===== src/rtl/cal_field_counter.sv =====
// Rollover counter for one calendar/clock field with carry chaining,
// hold-to-repeat set buttons, clamped load and registered BCD digits.
module cal_field_counter #(
   parameter int WIDTH      = 7,
   parameter int MIN_VAL    = 1,
   parameter int MAX_VAL    = 99,
   parameter int RESET_VAL  = 1,
   parameter int HOLD_TICKS = 3
) (
   input  logic             clk,
   input  logic             reset,
   input  logic             tick,
   input  logic             carry_in,
   input  logic             btn_up,
   input  logic             btn_dn,
   input  logic             load,
   input  logic [WIDTH-1:0] load_val,
   output logic [WIDTH-1:0] value,
   output logic             carry_out,
   output logic [3:0]       bcd_tens,
   output logic [3:0]       bcd_ones
);

   localparam int HW = $clog2(HOLD_TICKS + 1);

   localparam logic [WIDTH-1:0] MIN_V = WIDTH'(MIN_VAL);
   localparam logic [WIDTH-1:0] MAX_V = WIDTH'(MAX_VAL);
   localparam logic [WIDTH-1:0] RST_V = WIDTH'(RESET_VAL);
   localparam logic [WIDTH-1:0] TEN   = WIDTH'(10);
   localparam logic [HW-1:0]    HOLD  = HW'(HOLD_TICKS);
   localparam logic [HW-1:0]    ONE   = HW'(1);

   typedef enum logic [1:0] {
      IDLE,
      PRESSED,
      REPEAT
   } state_t;

   state_t            state;
   state_t            state_nxt;
   logic              dir;
   logic              dir_nxt;
   logic [HW-1:0]     hold_cnt;
   logic [HW-1:0]     hold_nxt;
   logic              step;
   logic              pressed;
   logic [WIDTH-1:0]  inc_val;
   logic [WIDTH-1:0]  dec_val;
   logic [WIDTH-1:0]  clamp_val;
   logic [WIDTH-1:0]  val_nxt;
   logic              carry_nxt;

   // Both buttons high is treated as released.
   assign pressed = btn_up ^ btn_dn;

   always_comb begin
      state_nxt = state;
      dir_nxt   = dir;
      hold_nxt  = hold_cnt;
      step      = 1'b0;
      if (load) begin
         state_nxt = IDLE;
         hold_nxt  = '0;
      end else if (tick) begin
         unique case (state)
            IDLE: begin
               if (pressed) begin
                  dir_nxt   = btn_up;
                  step      = 1'b1;
                  hold_nxt  = ONE;
                  state_nxt = PRESSED;
               end
            end
            PRESSED: begin
               if (!pressed) begin
                  state_nxt = IDLE;
                  hold_nxt  = '0;
               end else if (btn_up != dir) begin
                  dir_nxt  = btn_up;
                  step     = 1'b1;
                  hold_nxt = ONE;
               end else if (hold_cnt >= HOLD) begin
                  step      = 1'b1;
                  state_nxt = REPEAT;
               end else begin
                  hold_nxt = hold_cnt + ONE;
               end
            end
            REPEAT: begin
               if (!pressed) begin
                  state_nxt = IDLE;
                  hold_nxt  = '0;
               end else if (btn_up != dir) begin
                  dir_nxt   = btn_up;
                  step      = 1'b1;
                  hold_nxt  = ONE;
                  state_nxt = PRESSED;
               end else begin
                  step = 1'b1;
               end
            end
            default: begin
               state_nxt = IDLE;
               hold_nxt  = '0;
            end
         endcase
      end
   end

   assign inc_val = (value == MAX_V) ? MIN_V : value + WIDTH'(1);
   assign dec_val = (value == MIN_V) ? MAX_V : value - WIDTH'(1);

   always_comb begin
      clamp_val = load_val;
      if (load_val < MIN_V)
         clamp_val = MIN_V;
      else if (load_val > MAX_V)
         clamp_val = MAX_V;
   end

   // carry_in wins over a simultaneous button step; both never add twice.
   always_comb begin
      val_nxt   = value;
      carry_nxt = 1'b0;
      if (load) begin
         val_nxt = clamp_val;
      end else if (tick && carry_in) begin
         val_nxt   = inc_val;
         carry_nxt = (value == MAX_V);
      end else if (tick && step) begin
         val_nxt = dir_nxt ? inc_val : dec_val;
      end
   end

   always_ff @(posedge clk or posedge reset) begin
      if (reset) begin
         state    <= IDLE;
         dir      <= 1'b1;
         hold_cnt <= '0;
      end else begin
         state    <= state_nxt;
         dir      <= dir_nxt;
         hold_cnt <= hold_nxt;
      end
   end

   always_ff @(posedge clk or posedge reset) begin
      if (reset) begin
         value     <= RST_V;
         carry_out <= 1'b0;
         bcd_tens  <= 4'(RESET_VAL / 10);
         bcd_ones  <= 4'(RESET_VAL % 10);
      end else begin
         value     <= val_nxt;
         carry_out <= carry_nxt;
         bcd_tens  <= 4'(val_nxt / TEN);
         bcd_ones  <= 4'(val_nxt % TEN);
      end
   end

endmodule

===== config.mk =====
export PLATFORM = sky130hd
export DESIGN_NAME = cal_field_counter
export DESIGN_NICKNAME = d
export VERILOG_FILES = /design/src/rtl/cal_field_counter.sv
export SDC_FILE = /design/constraint.sdc
export NUM_CORES = 1
export LEC_CHECK = 0
export BUFFER_PORTS_ARGS = -buffer_cell sky130_fd_sc_hd__buf_2
export CAP_MARGIN = 20
export CORE_ASPECT_RATIO = 1.4
export CORE_MARGIN = 2
export CORE_UTILIZATION = 55
export DETAILED_ROUTE_END_ITERATION = 8
export GPL_TIMING_DRIVEN = 0
export MAX_ROUTING_LAYER = met4
export PLACE_DENSITY_LB_ADDON = 0.05
export SLEW_MARGIN = 25
export SYNTH_ARGS = -nofsm -noshare
export SYNTH_HDL_FRONTEND = slang
export SYNTH_SLANG_ARGS = --single-unit

===== constraint.sdc =====
create_clock -name clk -period 4.8 [get_ports clk]
set_input_delay 1.44 -clock clk [delete_from_list [all_inputs] [get_ports clk]]
set_output_delay 1.44 -clock clk [all_outputs]
set_load 0.1 [all_outputs]

==> results.json, run 1 <==
{
  "outcome": "finished clean",
  "core_area_um2": 3380,
  "grt_max_degree": 21,
  "drive_gt1_frac": 0.212,
  "setup_ws_ns": 0.409,
  "period_needed_ns": 4.39,
  "arrival_ns": 4.54,
  "path_max_fanout": 8,
  "min_period_over_period": 0.915,
  "worstReg2RegStart": "value[1]",
  "drv_slew": 0,
  "critPathCaptureType": "flip-flop",
  "synth_nets": 269,
  "max-clock-path-buffers": 2,
  "fmax_mhz": 228,
  "fp.dieH_um": 74.2,
  "synth_flop_cell": "dfrtp_1",
  "ctsResizeCount": 0,
  "yosys.area_share.adder": 0.0582,
  "endpoint": "bcd_ones[1]",
  "io_buffers": 28,
  "via_per_inst": 6.15,
  "async_reset_ff_frac": 1.00,
  "wirelength_um": 4930,
  "grt_pass1_vias": 1689,
  "num_rows": 25,
  "criticalPathCategory": "in2reg",
  "drt-initial-drc-count": 66,
  "root_buffer": "clkbuf_8",
  "slew_headroom": 0.515,
  "clkLatencyLatePin_ns": 0.26,
  "p_leak_nw": 0.956,
  "synthMuxAreaShare": 0.00517,
  "fp.dieW_um": 54.1,
  "startpoint": "btn_up",
  "seq_area_frac_synth": 0.260,
  "tns_ns": 0,
  "remaining_drc_errors": 0,
  "num_vias": 1957,
  "path_clk_slew_ns": 0.07,
  "cts.htree.levels": 1,
  "syn_area_um2": 1930,
  "cp_data_required_time_ns": 4.95,
  "use_met2": 0.452,
  "fill_cells": 333,
  "timing.rr.end": "bcd_ones[1]",
  "synth_edf_count": 0,
  "post_cts_buffers": 0,
  "p_per_area_nw_per_um2": 492,
  "final_util": 0.650,
  "maxCapViolations": 0,
  "place_ws_ns": 0.188,
  "regToRegSetupSlack_ns": 0.85,
  "finalSetupViolCount": 0,
  "start_kind": "input port",
  "worst_pin_slew_ns": 0.726,
  "syn_inst": 246,
  "syn_avg_cell_area_um2": 7.86,
  "cts_tree": "yes",
  "postRouteAntennaNets": 0,
  "dp_hpwl_um": 3780,
  "antenna_found_initial": 0,
  "wl_per_cell_um": 15.5,
  "synth_simple_gate_area_share": 0.265,
  "multi_input_area_um2": 1290,
  "yosysUniqueCellTypes": 61,
  "met3_usage": 0.0141,
  "initial_core_util": 0.573,
  "rsz0062_at_grt": "no",
  "drt_first_pass_iters": 4,
  "hp-class": "reg2reg",
  "grt_pass1_wl_um": 7680,
  "ff2ff_path_depth": 15,
  "dieArea_um2": 4010,
  "antenna_cells": 0,
  "cts-buffers-inserted": 3,
  "gp_congestion": 1.02,
  "nets": 302,
  "track_usage": 0.269,
  "synth-compound-area-share": 0.301,
  "area_growth_pct": 13.5,
  "max-vdd-ir-drop_uv": 366,
  "pin_count": 30,
  "synth_top_family_by_area": "compound AO/OA/AOI/OAI gates",
  "seqCellArea_um2": 503,
  "yosys.area_share.xor_xnor": 0.0362,
  "final.setup_skew_ns": 0.00243,
  "met1_usage": 0.329,
  "clock_sinks": 20,
  "hold_buffers": 0,
  "ys_warn_count": 0,
  "synth_seq_cells": 20,
  "hold_viol": 0,
  "overflow": 0,
  "busiest_layer": "met2"
}
## layout by cell type (no fill, tap or decap), types with 3 or more instances in the layout
master / netlist / final
inv_1: 11 / 11
nand4_1: 7 / 7
o22ai_1: 5 / 5
dfrtp_1: 18 / 18
o21ai_1: 3 / 3
nor2_1: 13 / 13
buf_2: 6 / 34
a21oi_1: 19 / 19
clkbuf_8: 0 / 3
a21o_1: 4 / 4
nand2b_1: 3 / 3
o21ai_0: 12 / 12
clkbuf_1: 6 / 6
a32oi_1: 3 / 3
o211a_1: 3 / 3
nand3_1: 15 / 15
xor2_1: 3 / 3
nand2_1: 25 / 25
nor3_1: 11 / 11
a211oi_2: 3 / 3
a31oi_1: 4 / 4
xnor2_1: 5 / 5
and2_1: 6 / 6
or3_1: 3 / 3
ha_1: 9 / 9
## layer usage
metal / share of wire / up-vias / routed length, um
li1: - / 976 / -
met1: 0.42 / 888 / 2080
met2: 0.50 / 84 / 2460
met3: 0.056 / 9 / 278
met4: 0.022 / 0 / 106
met5: 0 / - / 0
## worst min-delay path by stage
| stage | start | to | slack [ns] | cells past startpoint |
|---|---|---|---|---|
| 6_report | hold_cnt[1] | hold_cnt[1] | 0.50 | 2 |
| 5_1_grt | hold_cnt[1] | hold_cnt[1] | 0.55 | 2 |
| 4_1_cts | hold_cnt[1] | hold_cnt[1] | 0.50 | 2 |
| 3_5_place_dp | hold_cnt[1] | hold_cnt[1] | 0.48 | 2 |
| 3_3_place_gp | hold_cnt[1] | hold_cnt[1] | 0.47 | 2 |
| 2_1_floorplan | hold_cnt[1] | hold_cnt[1] | 0.45 | 2 |
## per-stage QoR
stage / cell area [um2] / cells / total power [mW] / hold slack, ns
after global routing: 2200 / 318 / 1.14 / 0.547
after detailed placement: 2120 / 314 / 0.910 / 0.481
final: 2200 / 318 / 1.08 / 0.496
after global placement: 2120 / 314 / 0.907 / 0.472
after floorplan: 1930 / 246 / 0.794 / 0.454
after CTS: 2200 / 318 / 1.08 / 0.498
## synth_stat cells, types with 6 or more instances
| cell | instances | area [um2] |
|---|---|---|
| nor3_1 | 11 | 55.1 |
| nand4_1 | 7 | 43.8 |
| nand3_1 | 15 | 75.1 |
| a21oi_1 | 19 | 95.1 |
| ha_1 | 9 | 113 |
| nand2_1 | 25 | 93.8 |
| nor2_1 | 13 | 48.8 |
| buf_2 | 6 | 30.0 |
| clkbuf_1 | 6 | 22.5 |
| and2_1 | 6 | 37.5 |
| dfrtp_1 | 18 | 450 |
| inv_1 | 11 | 41.3 |
| o21ai_0 | 12 | 60.1 |
## critical path, stage by stage
cell and delay [ns]:
buf_2 0.17, xor2_1 0.33, and2_1 0.18, buf_2 0.17, and2_1 0.19, a311oi_1 0.13, a211oi_2 0.49, inv_2 0.17
o21ai_1 0.17, a32oi_1 0.14, and2_1 0.21, ha_1 0.25, a21o_1 0.19, a221o_1 0.31
## state kept, by name, indices dropped and copies added (netlist names)
name,flops
bcd_tens,4
value,6
dir,1
bcd_ones,4
carry_out,1
hold_cnt,2
state,2
## area by class of cell
class	instances	area share
Multi-Input combinational cell	196	0.587
Tap cell	40	0.0228
Timing Repair Buffer	28	0.0638
Sequential cell	20	0.229
Clock buffer	3	0.0188
Inverter	15	0.0274
Buffer	15	0.0376
Clock inverter	1	0.0137
## power by group
group	switching (mW)	internal, mW	total, mW
Sequential	0.0195	0.210	0.230
Clock	0.0548	0.111	0.166
Combinational	0.515	0.168	0.684
Total	0.589	0.490	1.08
## logic make-up after synthesis
group,Yosys count
xor+xnor,8
mux,1
compound gates,81
flops,20
fa+ha+maj,9
buf+inv,30
simple gates,97
(Power assumes the default switching activity.)
==> run 2, diff against run 1 <==
Settings changed: CORE_MARGIN 2 to unset.
==> results.json, run 2 (synthesis results as in run 1) <==
{
  "gp_congestion": 0.968,
  "hold_viol": 0,
  "cp_common_cell": "and2_1",
  "cts.htree.levels": 1,
  "post_cts_buffers": 0,
  "area_growth_pct": 13.5,
  "grt_pass1_vias": 1720,
  "max_stage_delay_ns": 0.50,
  "rsz0062_at_grt": "no",
  "criticalPathCategory": "in2reg",
  "maxCapViolations": 0,
  "remaining_drc_errors": 0,
  "nets": 302,
  "max-clock-path-buffers": 2,
  "hp-class": "reg2reg",
  "cts_tree": "yes",
  "drv_slew": 0,
  "fp.dieH_um": 72.2,
  "slew_headroom": 0.511,
  "dp_hpwl_um": 3890,
  "drive_gt1_frac": 0.212,
  "cpMaxStageDelayCell": "a211oi_2",
  "outcome": "finished clean",
  "antenna_cells": 0,
  "num_vias": 1961,
  "drt_first_pass_iters": 4,
  "period_needed_ns": 4.40,
  "num_rows": 25,
  "worst_pin_slew_ns": 0.732,
  "fmax_mhz": 227,
  "power_mw": 1.08,
  "root_buffer": "clkbuf_8",
  "p_per_area_nw_per_um2": 492,
  "final_cells": 318,
  "pin_count": 30,
  "wl_per_cell_um": 15.9,
  "final_util": 0.650,
  "io_buffers": 28,
  "dieArea_um2": 3760,
  "cp_data_required_time_ns": 4.93,
  "path_clk_slew_ns": 0.07,
  "clock_sinks": 20,
  "grt_max_degree": 21,
  "final_common_cell": "buf_2",
  "final_cell_mix": "buf_2, nand2_1, a21oi_1, dfrtp_1, nand3_1",
  "arrival_ns": 4.54,
  "via_per_inst": 6.17,
  "reg_top3": "value: 6 flops, bcd_ones: 4 flops, bcd_tens: 4 flops",
  "grt_pass1_wl_um": 7940,
  "ctsResizeCount": 0,
  "tns_ns": 0,
  "postRouteAntennaNets": 0,
  "core_area_um2": 3380,
  "largest-register": "value",
  "overflow": 0,
  "critPathCaptureType": "flip-flop",
  "track_usage": 0.286,
  "largest_reg_flops": 6,
  "hold_buffers": 0,
  "clkLatencyLatePin_ns": 0.25,
  "cts-buffers-inserted": 3,
  "dpl.cell_count": 314,
  "final.setup_skew_ns": 0.00485,
  "worstPathCellList": "buf_2, xor2_1, and2_1, buf_2, and2_1, a311oi_1, a211oi_2, inv_2, o21ai_1, a32oi_1, and2_1, ha_1, a21o_1, a221o_1",
  "initial_core_util": 0.573,
  "min_period_over_period": 0.918,
  "antenna_found_initial": 0,
  "wirelength_um": 5070,
  "finalSetupViolCount": 0,
  "p_leak_nw": 0.956,
  "max-vdd-ir-drop_uv": 430,
  "drt-initial-drc-count": 59,
  "start_kind": "input port",
  "path_max_fanout": 8,
  "fp.dieW_um": 52.1
}
[run 2: worst max-delay path: cells and delay by family]
kind	cells	cell delay [ns]
AOI/OAI and AO/OA	6	1.45
and+or+nand+nor	3	0.59
buffers and inverters	3	0.48
xor gates and xnor gates	1	0.35
adders and majority gates	1	0.24
[run 2: area by class of cell]
type                       instances  area [um2]
inverter                          15        60.1
buffer                            15        82.6
timing repair buffer              28         140
clock inverter                     1        30.0
clock buffer                       3        41.3
fill                             335        1180
sequential                        20         503
tap                               40        50.0
multi-input combinational        196        1290
[run 2: metrics by stage]
stage,area [um2],setup slack (ns),hold slack (ns)
6_report,2200,0.395,0.509
4_1_cts,2200,0.434,0.510
3_3_place_gp,2120,0.176,0.477
3_5_place_dp,2120,0.162,0.489
5_1_grt,2200,0.228,0.526
2_1_floorplan,1930,0.601,0.454
[run 2: worst paths after layout]
path	from	to	slack, ns	depth (start not counted)
worst min-delay path	hold_cnt[1]	hold_cnt[1]	0.51	2
worst min register to register	hold_cnt[1]	hold_cnt[1]	0.51	2
worst max-delay path	btn_up	bcd_ones[1]	0.40	14
worst max register to register	value[1]	bcd_ones[1]	0.89	15
max in group asynchronous	reset	bcd_tens[1]	3.04	2
min in group asynchronous	reset	value[5]	1.30	2
[run 2: power by group]
| group | internal, mW | switching [mW] |
|---|---|---|
| clock network | 0.111 | 0.0534 |
| registers | 0.210 | 0.0192 |
| logic | 0.169 | 0.518 |
[run 2: layer usage]
metal | up-vias | wire, um | track usage
met3 | 2 | 186 | 0.0210
met2 | 63 | 2610 | 0.483
met5 | - | 0 | -
li1 | 979 | - | -
met1 | 917 | 2250 | 0.364
met4 | 0 | 25 | 0.0751
